--- src/rtl/fetch_queue_if.sv ---
// fetch_queue_if: bundles the fetch front end's memory, redirect and decode-side
// signals.
//   master : the fetch_queue itself (drives imem_req/addr, out_*, hlt)
//   slave  : the environment (memory, PC control, decode)
interface fetch_queue_if #(
  parameter int DATA_W = 16,
  parameter int ADDR_W = 16
);
  logic              imem_req;
  logic [ADDR_W-1:0] imem_addr;
  logic              imem_valid;
  logic [DATA_W-1:0] imem_rdata;
  logic              redirect;
  logic [ADDR_W-1:0] redirect_pc;
  logic              out_valid;
  logic              out_ready;
  logic [DATA_W-1:0] out_instr;
  logic [ADDR_W-1:0] out_pc;
  logic              hlt;

  modport master (
    output imem_req, imem_addr, out_valid, out_instr, out_pc, hlt,
    input  imem_valid, imem_rdata, redirect, redirect_pc, out_ready
  );

  modport slave (
    input  imem_req, imem_addr, out_valid, out_instr, out_pc, hlt,
    output imem_valid, imem_rdata, redirect, redirect_pc, out_ready
  );
endinterface

--- src/rtl/fetch_queue.sv ---
// fetch_queue: instruction-fetch front end. A small FSM issues one request at a
// time to instruction memory, pushes each returned instruction with its PC into
// a DEPTH-entry FIFO, and stops fetching once a HLT opcode is fetched.
// Ports:
//   clk, rst_n : clock, asynchronous active-low reset
//   bus        : fetch_queue_if.master
//                imem_req/imem_addr/imem_valid/imem_rdata - memory handshake
//                redirect/redirect_pc                     - flush + new PC
//                out_valid/out_ready/out_instr/out_pc     - decode handshake
//                hlt                                      - fetch stopped, drained
module fetch_queue #(
  parameter int              DATA_W   = 16,
  parameter int              ADDR_W   = 16,
  parameter int              DEPTH    = 4,
  parameter logic [ADDR_W-1:0] RESET_PC = '0,
  parameter logic [3:0]      HLT_OP   = 4'hF
) (
  input  logic clk,
  input  logic rst_n,
  fetch_queue_if.master bus
);

  localparam int PTR_W = (DEPTH > 1) ? $clog2(DEPTH) : 1;
  localparam int CNT_W = $clog2(DEPTH + 1);

  typedef enum logic [1:0] {RUN, WAIT, DROP, HALT} state_t;

  typedef struct packed {
    logic [ADDR_W-1:0] pc;
    logic [DATA_W-1:0] instr;
  } entry_t;

  state_t            state, state_nxt;
  entry_t            fifo [DEPTH];
  logic [PTR_W-1:0]  rd_ptr, wr_ptr;
  logic [CNT_W-1:0]  count;
  logic [ADDR_W-1:0] fetch_pc, addr_q;
  logic              push, pop, launch, full, is_hlt;

  assign full   = (count == CNT_W'(DEPTH));
  assign is_hlt = (bus.imem_rdata[DATA_W-1 -: 4] == HLT_OP);

  // Redirect discards any same-cycle pop so the flushed head is never consumed.
  assign pop = (count != '0) && bus.out_ready && !bus.redirect;

  always_comb begin
    state_nxt = state;
    push      = 1'b0;
    launch    = 1'b0;
    case (state)
      RUN: begin
        if (!bus.redirect && !full) begin
          state_nxt = WAIT;
          launch    = 1'b1;
        end
      end
      WAIT: begin
        if (bus.redirect)
          // Response already here: drop it. Otherwise it is still owed.
          state_nxt = bus.imem_valid ? RUN : DROP;
        else if (bus.imem_valid) begin
          push      = 1'b1;
          state_nxt = is_hlt ? HALT : RUN;
        end
      end
      DROP: begin
        // The owed response retires the flushed request even if another
        // redirect lands in the same cycle; waiting on would never end.
        if (bus.imem_valid) state_nxt = RUN;
      end
      HALT: begin
        if (bus.redirect) state_nxt = RUN;
      end
      default: state_nxt = RUN;
    endcase
  end

  always_ff @(posedge clk or negedge rst_n) begin
    if (!rst_n) begin
      state    <= RUN;
      fetch_pc <= RESET_PC;
      addr_q   <= RESET_PC;
    end else begin
      state <= state_nxt;
      if (bus.redirect)  fetch_pc <= bus.redirect_pc;
      else if (push)     fetch_pc <= fetch_pc + ADDR_W'(2);
      if (launch)        addr_q   <= fetch_pc;
    end
  end

  always_ff @(posedge clk or negedge rst_n) begin
    if (!rst_n) begin
      rd_ptr <= '0;
      wr_ptr <= '0;
      count  <= '0;
    end else if (bus.redirect) begin
      rd_ptr <= '0;
      wr_ptr <= '0;
      count  <= '0;
    end else begin
      if (push) wr_ptr <= wr_ptr + PTR_W'(1);
      if (pop)  rd_ptr <= rd_ptr + PTR_W'(1);
      count <= count + CNT_W'(push) - CNT_W'(pop);
    end
  end

  // Payload storage needs no reset; out_valid qualifies it.
  always_ff @(posedge clk) begin
    if (push) fifo[wr_ptr] <= '{pc: fetch_pc, instr: bus.imem_rdata};
  end

  assign bus.imem_req  = (state == WAIT) || (state == DROP);
  assign bus.imem_addr = addr_q;
  assign bus.out_valid = (count != '0);
  assign bus.out_instr = fifo[rd_ptr].instr;
  assign bus.out_pc    = fifo[rd_ptr].pc;
  assign bus.hlt       = (state == HALT) && (count == '0);

endmodule

--- src/flat_wrapper.sv ---
// flat-port wrapper written by rule: the top's interface ports become plain ports
module fetch_queue_flat 
#(
  parameter int              DATA_W   = 16,
  parameter int              ADDR_W   = 16,
  parameter int              DEPTH    = 4,
  parameter logic [ADDR_W-1:0] RESET_PC = '0,
  parameter logic [3:0]      HLT_OP   = 4'hF
)
  (clk, rst_n, bus_imem_req, bus_imem_addr, bus_out_valid, bus_out_instr, bus_out_pc, bus_hlt, bus_imem_valid, bus_imem_rdata, bus_redirect, bus_redirect_pc, bus_out_ready);
  fetch_queue_if #(.DATA_W(DATA_W), .ADDR_W(ADDR_W)) bus_i ();
  input  logic clk;
  input  logic rst_n;
  output wire logic [$bits(bus_i.imem_req)-1:0] bus_imem_req;
  output wire logic [$bits(bus_i.imem_addr)-1:0] bus_imem_addr;
  output wire logic [$bits(bus_i.out_valid)-1:0] bus_out_valid;
  output wire logic [$bits(bus_i.out_instr)-1:0] bus_out_instr;
  output wire logic [$bits(bus_i.out_pc)-1:0] bus_out_pc;
  output wire logic [$bits(bus_i.hlt)-1:0] bus_hlt;
  input wire logic [$bits(bus_i.imem_valid)-1:0] bus_imem_valid;
  input wire logic [$bits(bus_i.imem_rdata)-1:0] bus_imem_rdata;
  input wire logic [$bits(bus_i.redirect)-1:0] bus_redirect;
  input wire logic [$bits(bus_i.redirect_pc)-1:0] bus_redirect_pc;
  input wire logic [$bits(bus_i.out_ready)-1:0] bus_out_ready;
  assign bus_imem_req = bus_i.imem_req;
  assign bus_imem_addr = bus_i.imem_addr;
  assign bus_out_valid = bus_i.out_valid;
  assign bus_out_instr = bus_i.out_instr;
  assign bus_out_pc = bus_i.out_pc;
  assign bus_hlt = bus_i.hlt;
  assign bus_i.imem_valid = bus_imem_valid;
  assign bus_i.imem_rdata = bus_imem_rdata;
  assign bus_i.redirect = bus_redirect;
  assign bus_i.redirect_pc = bus_redirect_pc;
  assign bus_i.out_ready = bus_out_ready;
  fetch_queue #(.DATA_W(DATA_W), .ADDR_W(ADDR_W), .DEPTH(DEPTH), .RESET_PC(RESET_PC), .HLT_OP(HLT_OP)) u_core (.clk(clk), .rst_n(rst_n), .bus(bus_i));
endmodule
--- config.mk ---
export PLATFORM = sky130hd
export DESIGN_NAME = fetch_queue_flat
export DESIGN_NICKNAME = d
export VERILOG_FILES = /design/src/rtl/fetch_queue_if.sv /design/src/rtl/fetch_queue.sv /design/src/flat_wrapper.sv
export SDC_FILE = /design/constraint.sdc
export NUM_CORES = 1
export LEC_CHECK = 0
export ABC_CLOCK_PERIOD_IN_PS = 2550
export BUFFER_PORTS_ARGS = -buffer_cell sky130_fd_sc_hd__buf_2
export CORE_MARGIN = 1
export CORE_UTILIZATION = 35
export DETAILED_ROUTE_END_ITERATION = 12
export PLACE_DENSITY_LB_ADDON = 0.25
export RECOVER_POWER = 100
export SYNTH_ARGS = -nofsm -noshare
export SYNTH_HDL_FRONTEND = slang
export SYNTH_SLANG_ARGS = --single-unit
--- constraint.sdc ---
create_clock -name clk -period 2.55 [get_ports clk]
set_input_delay 0.6375 -clock clk [delete_from_list [all_inputs] [get_ports clk]]
set_output_delay 0.6375 -clock clk [all_outputs]
set_load 0.01 [all_outputs]
==> flow_metrics.py <==
metrics = {
    "power_and_ir_drop": {
        "cellPowerDensity_nw_per_um2": 1010,
        "p_leak_nw": 2.80,
        "vdd_ir_drop_max_mv": 0.451,
    },
    "timing": {
        "max-slew-margin-rel_pct": 29.0,
        "fmax_mhz": 415,
        "final-max-slew-violation-count": 0,
        "setup_viol": 0,
        "finalSetupTns_ps": 0,
        "rsz0062_at_grt": "false",
        "period_share_pct": 94.4,
        "skew_ps": 8.36,
        "period_needed_ps": 2410,
        "tightest_slew_ps": 1060,
        "hold_violations": 0,
    },
    "die": {
        "initial_utilization_pct": 35.9,
        "core_um2": 18800,
        "die_h_um": 141,
        "placementRows": 50,
        "ioPinCount": 88,
        "die_w_um": 141,
        "die_area_um2": 19900,
    },
    "final_layout": {
        "regArea_um2": 4870,
        "fin_util_pct": 43.0,
        "area_delta_synth_final_pct": 19.8,
        "multiInputGateArea_um2": 1740,
        "final_area_um2": 8100,
        "layout.nets": 531,
        "n_fill_cell": 1722,
        "antenna_cells": 0,
        "drive_above_1_share_pct": 22.3,
    },
    "route": {
        "wl_per_cell_um": 18.4,
        "detail-route-antenna-nets": 0,
        "wirelength_um": 13800,
        "drc": 0,
        "drtIter0Drc": 160,
        "first_pass_iters": 4,
        "vias": 3650,
        "viasPerCell": 4.85,
    },
    "place": {
        "place_area_um2": 7660,
        "dp_hpwl_um": 9400,
        "numPortBuffers": 87,
        "place_congestion": 0.857,
    },
    "synth": {
        "yosysMostFrequentCell": "edfxtp_1",
        "synthAdderAreaFrac_pct": 2.52,
        "synth-seq-cells": 169,
        "synth_edf_count": 128,
        "synthMuxAreaShare_pct": 14.4,
        "avgSynthCellArea_um2": 18.1,
        "synth-simple-area-share_pct": 5.49,
        "synthCells": 373,
        "synth_top_family_by_area": "multiplexers",
        "syn-num-nets": 423,
        "synth-main-ff-cell": "edfxtp_1",
        "ys_seq_area_share_pct": 72.0,
        "yosys.area.top_type": "edfxtp_1",
        "synth_top_area_share_pct": 56.8,
        "ys_top_cells_by_area": "edfxtp_1, dfrtp_1, mux4_2",
        "synth_xor_area_share_pct": 1.81,
        "synth_cell_types": 43,
        "synthArstFlopShare_pct": 24.3,
        "ys_warn_count": 0,
        "synth-compound-area-share_pct": 1.81,
        "synth_area_um2": 6760,
        "synth_common_cells": "edfxtp_1, dfrtp_1, mux4_2",
    },
    "global_routing": {
        "grt_pass1_vias": 3990,
        "grt_max_degree": 26,
        "grt_pass1_wl_um": 22000,
        "antenna_found_initial": 0,
        "grt-ovfl-total": 0,
        "grt_use_total_pct": 15.1,
    },
    "critical_path": {
        "r2r_cells": 10,
        "startpoint_type": "flip-flop",
        "crit_type": "reg2out",
        "cp_data_arrival_time_ps": 1770,
        "cp-end-kind": "output pin",
        "cp_data_required_time_ps": 1910,
        "cp_max_fo": 17,
    },
    "clock_network": {
        "cts_tree": "yes",
        "cts_root_buf": "clkbuf_16",
        "htree_levels": 4,
        "hold_buffers": 0,
        "cts_buffer_depth": 2,
        "clk_latency_ps": 420,
        "cts_sinks": 169,
        "numCtsBuffers": 17,
        "clkTransAtPathRegs_ps": 60,
        "postCtsSetupBuffers": 0,
        "ctsResizeCount": 0,
    },
    "job": {
        "max-cap-violations": 0,
    },
    "min_path": {
        "hold_path.class": "in2async",
    },
    "run_status": {
        "status": "completed",
    },
}
[cells by family (layout without fill, tap and decap cells)]
| kind of cell | count (synthesis) | count (layout) |
|---|---|---|
| flops | 169 | 169 |
| simple gates | 72 | 72 |
| mux | 55 | 55 |
| buf+inv | 30 | 150 |
| compound gates | 20 | 20 |
| xor+xnor | 14 | 14 |
| fa+ha+maj | 13 | 13 |
[area by class of cell]
cell class                      count  area share [%]
Timing Repair Buffer              105            5.92
Sequential cell                   169            60.1
Clock inverter                     13            2.50
Multi-Input combinational cell    174            21.5
Inverter                           14           0.649
Clock buffer                       18            5.30
Tap cell                          260            4.02
[layout by cell type (no fill, tap or decap), types with 4 or more instances in the layout]
cell type	count
o21ai_0	10
nor2_1	17
clkbuf_4	4
clkbuf_1	76
mux2i_1	4
edfxtp_1	128
nand3_1	8
nand4_1	6
clkbuf_16	17
nand2_1	20
mux2_2	19
mux4_2	32
dfrtp_1	41
buf_2	21
xnor2_1	9
inv_1	14
bufinv_16	5
and2_0	5
xor2_1	5
ha_1	12
[path summary, 6_finish.rpt]
path | startpoint | end | slack (ps)
min in group clk | bus_redirect_pc[11] | u_core.fetch_pc[11] | 430
hold reg to reg | u_core.bus.imem_addr[8] | u_core.bus.imem_addr[8] | 510
max in group asynchronous | rst_n | u_core.fetch_pc[10] | 900
setup reg to reg | u_core.count[1] | u_core.count[2] | 230
setup / recovery | u_core.rd_ptr[0] | bus_out_pc[5] | 140
hold / removal | rst_n | u_core.bus.imem_addr[10] | 250
[stage by stage]
step           setup WS [ps]  cells  hold slack (ps)  total power, mW
6_report                 142    753              248             8.15
5_1_grt                 62.6    753              330             8.54
4_1_cts                  134    753             95.2             8.40
3_5_place_dp             265    722              493             5.65
3_3_place_gp             346    722              487             5.60
2_1_floorplan            210    373              342             4.82
[layer usage]
| layer | vias to the layer above | global-route usage [%] | wire (µm) |
|---|---|---|---|
| met5 | - | 0 | 0 |
| met1 | 1902 | 19.0 | 6110 |
| met4 | 0 | 4.92 | 181 |
| met2 | 84 | 25.4 | 6970 |
| li1 | 1650 | - | - |
| met3 | 14 | 3.91 | 579 |
[worst max-delay path, stage by stage, from the launching register on]
cell and delay (ps):
dfrtp_1 430, buf_12 220, mux4_2 540, clkbuf_1 160
[where the power goes]
| part | switching (mW) | internal, mW | leakage (nW) | total [mW] |
|---|---|---|---|---|
| sequential | 0.222 | 3.32 | 1.67 | 3.54 |
| clock | 1.01 | 1.73 | 0.303 | 2.73 |
| combinational | 1.01 | 0.871 | 0.829 | 1.88 |
| total | 2.24 | 5.91 | 2.80 | 8.15 |
[sequential cells by signal (all words and copies together) (netlist names)]
register	count
u_core.bus.imem_addr	16
u_core.count	3
u_core.fetch_pc	16
u_core.fifo	128
u_core.rd_ptr	2
u_core.state	2
u_core.wr_ptr	2
(Power assumes the default switching activity.)
